`config.mk`:
```
export PLATFORM = sky130hd
export DESIGN_NAME = image_blitter
export DESIGN_NICKNAME = d
export VERILOG_FILES = /design/src/rtl/image_blitter_pkg.sv /design/src/rtl/image_blitter_delay_line.sv /design/src/rtl/image_blitter.sv
export SDC_FILE = /design/constraint.sdc
export NUM_CORES = 1
export LEC_CHECK = 0
export BUFFER_PORTS_ARGS = -buffer_cell sky130_fd_sc_hd__buf_2
export CORE_MARGIN = 1.5
export CORE_UTILIZATION = 30
export CTS_CLUSTER_DIAMETER = 150
export DETAILED_ROUTE_END_ITERATION = 8
export HOLD_SLACK_MARGIN = 0.05
export PLACE_DENSITY = 0.58
export SLEW_MARGIN = 20
export SYNTH_ARGS = -nofsm -noshare
export SYNTH_HDL_FRONTEND = slang
export SYNTH_SLANG_ARGS = --single-unit
export TNS_END_PERCENT = 20
```
`constraint.sdc`:
```
create_clock -name clock -period 4.9 [get_ports clock]
set_input_delay 0.98 -clock clock [delete_from_list [all_inputs] [get_ports clock]]
set_output_delay 0.98 -clock clock [all_outputs]
set_load 0.02 [all_outputs]
```
`src/rtl/image_blitter_pkg.sv`:
```
// Shared types and constants for the image blitter: FSM encoding, default
// colour depth, screen geometry and the ROM address-width helper.
package image_blitter_pkg;

  typedef enum logic [1:0] {
    ST_IDLE  = 2'd0,
    ST_SCAN  = 2'd1,
    ST_DRAIN = 2'd2,
    ST_DONE  = 2'd3
  } blit_state_t;

  localparam int COLOUR_W_DEF = 12;
  localparam int SCR_W_DEF    = 160;
  localparam int SCR_H_DEF    = 120;
  localparam int COORD_W      = 8;

  // A single-pixel image still needs a one-bit address port.
  function automatic int addr_width(input int n);
    return (n <= 1) ? 1 : $clog2(n);
  endfunction

endpackage

```
`src/rtl/image_blitter_delay_line.sv`:
```
// ROM_LAT-stage pipeline carrying {valid, x, y, clip} alongside the ROM read;
// the last stage merges in the ROM-dependent key test and pixel colour.
module blit_delay_line
  import image_blitter_pkg::*;
#(
  parameter int STAGES   = 1,
  parameter int COLOUR_W = COLOUR_W_DEF
) (
  input  logic                clock,
  input  logic                reset,
  input  logic                src_vld,
  input  logic [COORD_W-1:0]  src_x,
  input  logic [COORD_W-1:0]  src_y,
  input  logic                src_clip,
  input  logic                last_kill,
  input  logic [COLOUR_W-1:0] last_colour,
  output logic                plot,
  output logic [COORD_W-1:0]  x,
  output logic [COORD_W-1:0]  y,
  output logic [COLOUR_W-1:0] colour
);

  logic               vld_t;
  logic               clip_t;
  logic [COORD_W-1:0] x_t;
  logic [COORD_W-1:0] y_t;

  if (STAGES == 1) begin : g_direct
    assign vld_t  = src_vld;
    assign clip_t = src_clip;
    assign x_t    = src_x;
    assign y_t    = src_y;
  end else begin : g_chain
    logic [STAGES-2:0]              vld_p;
    logic [STAGES-2:0]              clip_p;
    logic [STAGES-2:0][COORD_W-1:0] x_p;
    logic [STAGES-2:0][COORD_W-1:0] y_p;

    // Stages 0..STAGES-2: plain delay while the ROM read is in flight
    always_ff @(posedge clock or posedge reset) begin
      if (reset) begin
        vld_p  <= '0;
        clip_p <= '0;
        x_p    <= '0;
        y_p    <= '0;
      end else begin
        vld_p[0]  <= src_vld;
        clip_p[0] <= src_clip;
        x_p[0]    <= src_x;
        y_p[0]    <= src_y;
        for (int i = 1; i < STAGES - 1; i++) begin
          vld_p[i]  <= vld_p[i-1];
          clip_p[i] <= clip_p[i-1];
          x_p[i]    <= x_p[i-1];
          y_p[i]    <= y_p[i-1];
        end
      end
    end

    assign vld_t  = vld_p[STAGES-2];
    assign clip_t = clip_p[STAGES-2];
    assign x_t    = x_p[STAGES-2];
    assign y_t    = y_p[STAGES-2];
  end

  // Final stage: ROM data is valid now, so the key test lands in the same edge
  always_ff @(posedge clock or posedge reset) begin
    if (reset) begin
      plot   <= 1'b0;
      x      <= '0;
      y      <= '0;
      colour <= '0;
    end else begin
      plot <= vld_t & ~clip_t & ~last_kill;
      if (vld_t) begin
        x      <= x_t;
        y      <= y_t;
        colour <= last_colour;
      end
    end
  end

endmodule

```
`src/rtl/image_blitter.sv`:
```
// Image blitter: scans an IMG_W x IMG_H image out of ROM (or a solid fill),
// offsets it to (org_x, org_y), clips to the screen and drives VGA plot strobes.
module image_blitter
  import image_blitter_pkg::*;
#(
  parameter int  IMG_W    = 160,
  parameter int  IMG_H    = 120,
  parameter int  SCR_W    = SCR_W_DEF,
  parameter int  SCR_H    = SCR_H_DEF,
  parameter int  COLOUR_W = COLOUR_W_DEF,
  parameter int  ROM_LAT  = 1,
  localparam int ADDR_W   = addr_width(IMG_W * IMG_H)
) (
  input  logic                clock,
  input  logic                reset,
  input  logic                start,
  input  logic                mode,
  input  logic [7:0]          org_x,
  input  logic [7:0]          org_y,
  input  logic                key_en,
  input  logic [COLOUR_W-1:0] key_colour,
  input  logic [COLOUR_W-1:0] fill_colour,
  output logic [ADDR_W-1:0]   rom_addr,
  input  logic [COLOUR_W-1:0] rom_q,
  output logic [7:0]          x,
  output logic [7:0]          y,
  output logic [COLOUR_W-1:0] colour,
  output logic                plot,
  output logic                busy,
  output logic                done
);

  blit_state_t         state;
  blit_state_t         next_state;
  logic [8:0]          col;
  logic [8:0]          row;
  logic [1:0]          drain_cnt;
  logic                last_addr;

  logic                mode_l;
  logic                key_en_l;
  logic [7:0]          org_x_l;
  logic [7:0]          org_y_l;
  logic [COLOUR_W-1:0] key_l;
  logic [COLOUR_W-1:0] fill_l;

  logic                scan_vld;
  logic [8:0]          x9;
  logic [8:0]          y9;
  logic                clip;
  logic                kill;
  logic [COLOUR_W-1:0] pix_colour;

  assign last_addr = (col == 9'(IMG_W - 1)) && (row == 9'(IMG_H - 1));

  always_comb begin
    next_state = state;
    case (state)
      ST_IDLE:  if (start) next_state = ST_SCAN;
      ST_SCAN:  if (last_addr) next_state = ST_DRAIN;
      ST_DRAIN: if (drain_cnt == 2'(ROM_LAT - 1)) next_state = ST_DONE;
      ST_DONE:  next_state = ST_IDLE;
      default:  next_state = ST_IDLE;
    endcase
  end

  // busy/done are registered from next_state so they line up with the state
  always_ff @(posedge clock or posedge reset) begin
    if (reset) begin
      state <= ST_IDLE;
      busy  <= 1'b0;
      done  <= 1'b0;
    end else begin
      state <= next_state;
      busy  <= (next_state == ST_SCAN) || (next_state == ST_DRAIN);
      done  <= (next_state == ST_DONE);
    end
  end

  always_ff @(posedge clock or posedge reset) begin
    if (reset) begin
      col       <= '0;
      row       <= '0;
      rom_addr  <= '0;
      drain_cnt <= '0;
      mode_l    <= 1'b0;
      key_en_l  <= 1'b0;
      org_x_l   <= '0;
      org_y_l   <= '0;
      key_l     <= '0;
      fill_l    <= '0;
    end else begin
      case (state)
        ST_IDLE: begin
          drain_cnt <= '0;
          if (start) begin
            col      <= '0;
            row      <= '0;
            rom_addr <= '0;
            mode_l   <= mode;
            key_en_l <= key_en;
            org_x_l  <= org_x;
            org_y_l  <= org_y;
            key_l    <= key_colour;
            fill_l   <= fill_colour;
          end
        end
        ST_SCAN: begin
          drain_cnt <= '0;
          if (!last_addr) begin
            rom_addr <= rom_addr + ADDR_W'(1);
            if (col == 9'(IMG_W - 1)) begin
              col <= '0;
              row <= row + 9'd1;
            end else begin
              col <= col + 9'd1;
            end
          end
        end
        ST_DRAIN: drain_cnt <= drain_cnt + 2'd1;
        default: ;
      endcase
    end
  end

  // Sums kept at 9 bits so off-screen pixels clip instead of wrapping
  assign scan_vld   = (state == ST_SCAN);
  assign x9         = {1'b0, org_x_l} + col;
  assign y9         = {1'b0, org_y_l} + row;
  assign clip       = (x9 >= 9'(SCR_W)) || (y9 >= 9'(SCR_H));
  assign kill       = ~mode_l & key_en_l & (rom_q == key_l);
  assign pix_colour = mode_l ? fill_l : rom_q;

  blit_delay_line #(
    .STAGES   (ROM_LAT),
    .COLOUR_W (COLOUR_W)
  ) u_delay (
    .clock       (clock),
    .reset       (reset),
    .src_vld     (scan_vld),
    .src_x       (x9[7:0]),
    .src_y       (y9[7:0]),
    .src_clip    (clip),
    .last_kill   (kill),
    .last_colour (pix_colour),
    .plot        (plot),
    .x           (x),
    .y           (y),
    .colour      (colour)
  );

endmodule

```
### Word level (Yosys, flattened, before mapping)

Index checks and enable logic that the tools add are counted.

* flip-flop bits (word level): 110
* input bits: 57
* output and inout bits: 46
* logic and storage cells: 71

* $add $sub $neg: 6
* order comparisons: 2
* equal/unequal tests: 12
* mux-type cells: 16
* bitwise logic cells: 7
* reduce and logical (&&, ||, !) cells: 11

Operator list (count)
* 9-bit two-way mux: 5
* 9-bit one-hot mux with 2 select lines: 2
* 15-bit two-way mux: 2
* 15-bit one-hot mux with 2 select lines: 1
* 8-bit by 9-bit adder with 9-bit output: 2
* 9-bit by 1-bit adder with 9-bit output, second input constant: 2
* 15-bit by 1-bit adder with 15-bit output, second input constant: 1
* 12-bit equality test: 1
* 12-bit two-way mux: 1
* 9-bit by 7-bit equality test with 1-bit output, second input constant: 1
* 9-bit by 8-bit equality test with 1-bit output, second input constant: 1
* 9-bit by 7-bit >= comparator with 1-bit output, second input constant: 1
* 9-bit by 8-bit >= comparator with 1-bit output, second input constant: 1
* 2-bit equality test, second input constant: 4
* 2-bit one-hot mux with 4 select lines: 1
* 2-bit two-way mux: 3
* 2-bit inequality test, second input constant: 3
* 1-bit AND: 4
* 2-bit by 1-bit equality test with 1-bit output, second input constant: 2
* 2-bit zero test: 2
* 2-bit one-hot mux with 2 select lines: 1
* 4-bit AND reduction: 1
* 2-bit nonzero test: 2
* 1-bit inverter: 3
* 6 further kinds: 7

### Longest topological paths before layout

* depth in word-level cells: 6
* depth in mapped cells: 9
* mapped depth without buffers: 9

### Hierarchy

From an unflattened synthesis, not the netlist that was laid out.

* cell total of the unflattened synthesis: 558
* area, all modules: 5640.4 um^2

By module, submodules not included
* image_blitter: instances 1, cells each 496, area each 4526.8 um^2
* blit_delay_line: instances 1, cells each 62, area each 1113.6 um^2

### Worst setup path before layout

OpenSTA, ideal clock, no wires.

* kind: reg-to-reg
* start: register col[0]
* end: register rom_addr[3]
* library setup time: 0.078 ns
* arrival: 1.953 ns
* data required time: 4.822 ns
* slack: 2.869 ns
* stages on the path, launching flop included: 8
* clock period less this slack: 2.031 ns
* path through: dfrtp_1 -> ha_1 -> and4_4 -> and3_1 -> buf_6 -> a311o_1 -> or3_1 -> a21oi_1

* cells in the longest elaborated chain, start to end: 4

Ends and longest elaborated chain
* start, declared: line image_blitter.sv:35 `logic [8:0] col;`
* start signal, assigned: line image_blitter.sv:116 `col <= col + 9'd1;`
* 9-bit by 8-bit equality test with 1-bit output: line image_blitter.sv:54 `assign last_addr = (col == 9'(IMG_W - 1)) && (row == 9'(IMG_H - 1));`
* 1-bit logical AND: line image_blitter.sv:54
* 2-bit inequality test (no source line)
* 3-bit AND reduction (no source line)
* end signal, assigned: line image_blitter.sv:111 `rom_addr <= rom_addr + ADDR_W'(1);`
* end, declared: line image_blitter.sv:23 `output logic [ADDR_W-1:0] rom_addr,`

No other way between the ends.
A chain may end at the register's enable or synchronous reset.

### Worst setup path after layout

* start: register state[0]
* end: register busy

* cells in the longest elaborated chain, start to end: 4

Ends and longest elaborated chain
* start, declared: line image_blitter.sv:33 `blit_state_t state;`
* start signal, assigned: line image_blitter.sv:74 `state <= next_state;`
* 2-bit equality test, or another cell as far along: line image_blitter.sv:58 `case (state)`
* 2-bit one-hot mux with 4 select lines (*): line image_blitter.sv:58
* net next_state[0]: line image_blitter.sv:34 `blit_state_t next_state;`
* 2-bit by 1-bit equality test with 1-bit output / 2-bit equality test (equally long branches): line image_blitter.sv:75 `busy <= (next_state == ST_SCAN) || (next_state == ST_DRAIN);`
* 1-bit logical OR (*): line image_blitter.sv:75
* end signal, assigned: line image_blitter.sv:75
* end, declared: line image_blitter.sv:29 `output logic busy,`

The timed path passes the listed nets; every way through them passes the cells marked *.

==> run_summary.xml <==
<?xml version="1.0" encoding="UTF-8"?>
<metrics>
  <group name="run_status">
    <metric name="status" unit="">complete, no violations</metric>
  </group>
  <group name="placement">
    <metric name="numPortBuffers" unit="">102</metric>
    <metric name="dp_hpwl" unit="mm">9.30</metric>
    <metric name="gpl.final_weighted_congestion" unit="">0.852</metric>
  </group>
  <group name="clocking">
    <metric name="path_clk_slew" unit="ns">0.07</metric>
    <metric name="numClockSinks" unit="">110</metric>
    <metric name="cts_resized" unit="">0</metric>
    <metric name="cts_post_setup_buffers_inserted" unit="">0</metric>
    <metric name="insertion_delay" unit="ns">0.36</metric>
    <metric name="clock_tree.root_cell" unit="">sky130_fd_sc_hd__clkbuf_16</metric>
    <metric name="htree_num_levels" unit="">3</metric>
    <metric name="cts_inserted_buffers" unit="">9</metric>
    <metric name="cts_tree" unit="">built</metric>
    <metric name="hold_buffers" unit="">0</metric>
    <metric name="cts-root-to-sink-buffers" unit="">2</metric>
  </group>
  <group name="yosys">
    <metric name="synth_cells" unit="">511</metric>
    <metric name="post_synth_main_area_contributors" unit="">sky130_fd_sc_hd__dfrtp_1 (50%), sky130_fd_sc_hd__mux2_2 (8.2%), sky130_fd_sc_hd__o21ai_0 (4.9%)</metric>
    <metric name="ys_seq_area_frac" unit="">0.502</metric>
    <metric name="netlist_area" unit="um^2">5480</metric>
    <metric name="syn-mean-instance-area" unit="um^2">10.7</metric>
    <metric name="synth_top_area_cell" unit="">sky130_fd_sc_hd__dfrtp_1</metric>
    <metric name="synth.lib_cells_used.distinct" unit="">50</metric>
    <metric name="flip_flop_cell_with_the_highest_count_after_synthesis" unit="">sky130_fd_sc_hd__dfrtp_1</metric>
    <metric name="ys_async_sr_fraction" unit="">1.00</metric>
    <metric name="synth_edf_count" unit="">0</metric>
    <metric name="synth_largest_type_area_fraction" unit="">0.502</metric>
    <metric name="synthesis.nets" unit="">591</metric>
    <metric name="yosys_warnings" unit="">0</metric>
    <metric name="postSynthRegisterBits" unit="">110</metric>
  </group>
  <group name="floorplanning">
    <metric name="floorplan.io_pins" unit="">103</metric>
    <metric name="area_of_the_core_region" unit="um^2">18000</metric>
    <metric name="fp.dieArea" unit="um^2">19100</metric>
    <metric name="fp.dieW" unit="um">138</metric>
    <metric name="initial_utilization" unit="">0.305</metric>
    <metric name="rows" unit="">49</metric>
    <metric name="fp.dieH" unit="um">138</metric>
  </group>
  <group name="timing">
    <metric name="post-route-period-util" unit="">0.491</metric>
    <metric name="worst_slew_pin_slew" unit="ns">0.888</metric>
    <metric name="timing.clock.skew" unit="ns">0.00801</metric>
    <metric name="finalMaxSlewViolations" unit="">0</metric>
    <metric name="setup_repair_after_global_routing_missed_its_margin" unit="">false</metric>
    <metric name="max_freq" unit="MHz">416</metric>
    <metric name="setup_total_negative_slack" unit="ns">0</metric>
    <metric name="period_needed" unit="ns">2.41</metric>
    <metric name="timing.final.setup_violations" unit="">0</metric>
    <metric name="hold_viol_final" unit="">0</metric>
    <metric name="relSlewSlack" unit="">0.406</metric>
  </group>
  <group name="finish">
    <metric name="final_layout_size_suffix_gt1_frac" unit="">0.280</metric>
    <metric name="num-fill-cells" unit="">1783</metric>
    <metric name="antenna_cells" unit="">0</metric>
    <metric name="flow.area_growth_from_synthesis" unit="%">19.3</metric>
    <metric name="fin_nets" unit="">686</metric>
    <metric name="postLayoutCoreUtil" unit="">0.364</metric>
  </group>
  <group name="critical_path">
    <metric name="critPathMaxFanout" unit="">14</metric>
    <metric name="r2r_setup_slack" unit="ns">2.49</metric>
    <metric name="setup.worst_path.start" unit="">state[0]</metric>
    <metric name="timing.setup.critical_path_class" unit="">flop to flop</metric>
    <metric name="crit_path_start_kind" unit="">flop</metric>
    <metric name="r2r_cells" unit="">5</metric>
    <metric name="worstSetupEndpointType" unit="">flop</metric>
    <metric name="worstPathRequired" unit="ns">5.13</metric>
    <metric name="crit-reg2reg-launch" unit="">state[0]</metric>
    <metric name="critical_path.reg2reg.endpoint" unit="">busy</metric>
    <metric name="worst_ep_arrival_time" unit="ns">2.64</metric>
  </group>
  <group name="power">
    <metric name="p_clk_frac" unit="">0.383</metric>
    <metric name="power_report.internal_total" unit="W">0.00154</metric>
    <metric name="switchingPower" unit="W">0.000562</metric>
    <metric name="p_comb_frac" unit="">0.130</metric>
    <metric name="p_leak" unit="nW">2.99</metric>
    <metric name="power_frac_seq" unit="">0.487</metric>
    <metric name="vdd_ir_drop_max" unit="mV">0.168</metric>
    <metric name="switching_share" unit="">0.268</metric>
    <metric name="cellPowerDensity" unit="nW/um^2">321</metric>
  </group>
  <group name="grt">
    <metric name="pin_count_of_the_biggest_net_entering_global_routing" unit="">83</metric>
    <metric name="grt_pass1_vias" unit="">4246</metric>
    <metric name="grt.total_usage" unit="">0.139</metric>
    <metric name="grt_antenna_before_repair" unit="">0</metric>
    <metric name="grt_pass1_wl" unit="mm">21.4</metric>
    <metric name="global_route.overflow_total" unit="">0</metric>
  </group>
  <group name="route">
    <metric name="first_pass_iters" unit="">4</metric>
    <metric name="iteration_0_drc_markers" unit="">206</metric>
    <metric name="post-route-drc-count" unit="">0</metric>
    <metric name="vias" unit="">4069</metric>
    <metric name="postRouteWirelength" unit="mm">12.9</metric>
    <metric name="routedWlPerCell" unit="um">15.3</metric>
    <metric name="vias_per_cell" unit="">4.84</metric>
    <metric name="ant_nets" unit="">0</metric>
  </group>
  <group name="hold_path">
    <metric name="hp-class" unit="">flop to flop</metric>
    <metric name="hold_depth" unit="">2</metric>
    <metric name="min_delay_worst_endpoint" unit="">u_delay.x[0]</metric>
    <metric name="hp-start" unit="">u_delay.x[0]</metric>
  </group>
  <group name="flow_run">
    <metric name="cap_viol_max_count" unit="">0</metric>
  </group>
</metrics>
synthesized netlist by cell type, types with 3 or more instances:
cell,instances
sky130_fd_sc_hd__and2_1,3
sky130_fd_sc_hd__nor2b_1,3
sky130_fd_sc_hd__and4_1,3
sky130_fd_sc_hd__mux2_2,40
sky130_fd_sc_hd__o41ai_1,3
sky130_fd_sc_hd__nand3_1,27
sky130_fd_sc_hd__dfrtp_1,110
sky130_fd_sc_hd__a21oi_1,15
sky130_fd_sc_hd__o31ai_1,4
sky130_fd_sc_hd__nand2b_1,3
sky130_fd_sc_hd__buf_2,7
sky130_fd_sc_hd__inv_1,17
sky130_fd_sc_hd__mux2i_1,14
sky130_fd_sc_hd__a22o_1,3
sky130_fd_sc_hd__nand4_1,7
sky130_fd_sc_hd__xnor2_1,20
sky130_fd_sc_hd__ha_1,21
sky130_fd_sc_hd__nor3_1,3
sky130_fd_sc_hd__o21ai_0,54
sky130_fd_sc_hd__or4_1,3
sky130_fd_sc_hd__xor2_1,21
sky130_fd_sc_hd__clkbuf_1,10
sky130_fd_sc_hd__and3_1,6
sky130_fd_sc_hd__nor2_1,27
sky130_fd_sc_hd__nand2_1,53
sky130_fd_sc_hd__or3_1,4
flip-flops by register name, summed over array words and instances (netlist names):
signal / flops
org_y_l: 8
mode_l: 1
org_x_l: 8
busy: 1
u_delay.plot: 1
u_delay.colour: 12
key_l: 12
fill_l: 12
key_en_l: 1
rom_addr: 15
done: 1
col: 9
drain_cnt: 2
row: 9
u_delay.y: 8
u_delay.x: 8
state: 2
area by class of cell:
| cell class | count | area [um^2] | share of cell area |
|---|---|---|---|
| well taps | 229 | 287 | 0.0438 |
| flip-flops and latches | 110 | 2750 | 0.421 |
| multi-input cells | 363 | 2570 | 0.394 |
| clock inverters | 6 | 93.8 | 0.0144 |
| inverters | 17 | 68.8 | 0.0105 |
| clock buffers | 10 | 229 | 0.0350 |
| repair buffers | 105 | 533 | 0.0815 |
how the worst max path moves through the flow:
stage / endpoint / slack (ns) / cells after the start
global route: col[6] / 2.21 / 6
floorplan: busy / 1.02 / 1
detailed placement: fill_l[7] / 2.44 / 4
global placement: fill_l[10] / 2.47 / 4
CTS: busy / 2.47 / 5
finish: busy / 2.49 / 5
per-stage QoR:
step	setup slack [ns]	std cells	cell area (um^2)	power [W]	hold slack, ns
after detailed placement	2.44	824	6210	0.00132	0.465
after CTS	2.47	840	6540	0.00213	0.483
final	2.49	840	6540	0.00210	0.476
after floorplan	1.02	511	5480	0.00120	0.472
after global routing	2.21	840	6540	0.00219	0.506
after global placement	2.47	824	6210	0.00131	0.460
placed cells by master, fill, tap and decap left out, types with 3 or more instances in the layout:
cell type / synthesis / final
sky130_fd_sc_hd__nor2b_1: 3 / 3
sky130_fd_sc_hd__buf_2: 7 / 102
sky130_fd_sc_hd__dfrtp_1: 110 / 110
sky130_fd_sc_hd__and2_1: 3 / 3
sky130_fd_sc_hd__and3_1: 6 / 6
sky130_fd_sc_hd__a21oi_1: 15 / 15
sky130_fd_sc_hd__mux2i_1: 14 / 14
sky130_fd_sc_hd__xnor2_1: 20 / 20
sky130_fd_sc_hd__xor2_1: 21 / 21
sky130_fd_sc_hd__or4_1: 3 / 3
sky130_fd_sc_hd__mux2_2: 40 / 40
sky130_fd_sc_hd__buf_4: 1 / 3
sky130_fd_sc_hd__inv_1: 17 / 16
sky130_fd_sc_hd__nand3_1: 27 / 27
sky130_fd_sc_hd__and4_1: 3 / 3
sky130_fd_sc_hd__nand4_1: 7 / 7
sky130_fd_sc_hd__o41ai_1: 3 / 3
sky130_fd_sc_hd__o31ai_1: 4 / 4
sky130_fd_sc_hd__nor3_1: 3 / 3
sky130_fd_sc_hd__o21ai_0: 54 / 54
sky130_fd_sc_hd__a22o_1: 3 / 3
sky130_fd_sc_hd__ha_1: 21 / 21
sky130_fd_sc_hd__clkbuf_16: 0 / 9
sky130_fd_sc_hd__or3_1: 4 / 4
sky130_fd_sc_hd__nor2_1: 27 / 27
sky130_fd_sc_hd__nand2_1: 53 / 53
worst max-delay path, stage by stage (launching register included):
cell and delay, ns:
sky130_fd_sc_hd__dfrtp_1 0.73, sky130_fd_sc_hd__inv_1 0.21, sky130_fd_sc_hd__nor2_1 0.73, sky130_fd_sc_hd__nand2_1 0.15, sky130_fd_sc_hd__o21ai_0 0.16, sky130_fd_sc_hd__ha_1 0.29
layer usage:
layer | wire length [um] | share of wire | global-route usage | vias up
met5 | 0 | 0 | 0 | -
met4 | 393 | 0.031 | 0.0698 | 0
met1 | 5760 | 0.45 | 0.174 | 1995
met2 | 6320 | 0.49 | 0.230 | 61
met3 | 408 | 0.032 | 0.0270 | 21
li1 | - | - | - | 1992
power by group through the flow:
stage	clock, W	combinational, W	sequential (W)
CTS	0.000826	0.000277	0.00102
floorplan	0	0.000125	0.00108
detailed placement	0	0.000276	0.00104
global route	0.000860	0.000302	0.00103
global placement	0	0.000268	0.00104
finish	0.000804	0.000273	0.00102
cells by family after synthesis:
group,share of synthesized area
AO/OA/AOI/OAI,0.0991
AND/OR/NAND/NOR,0.141
adder cells (fa/ha/maj),0.0552
buffers and inverters,0.0297
multiplexers,0.108
XOR/XNOR,0.0655
flip-flops,0.502
Note: power is estimated with default switching activity, not from simulation.
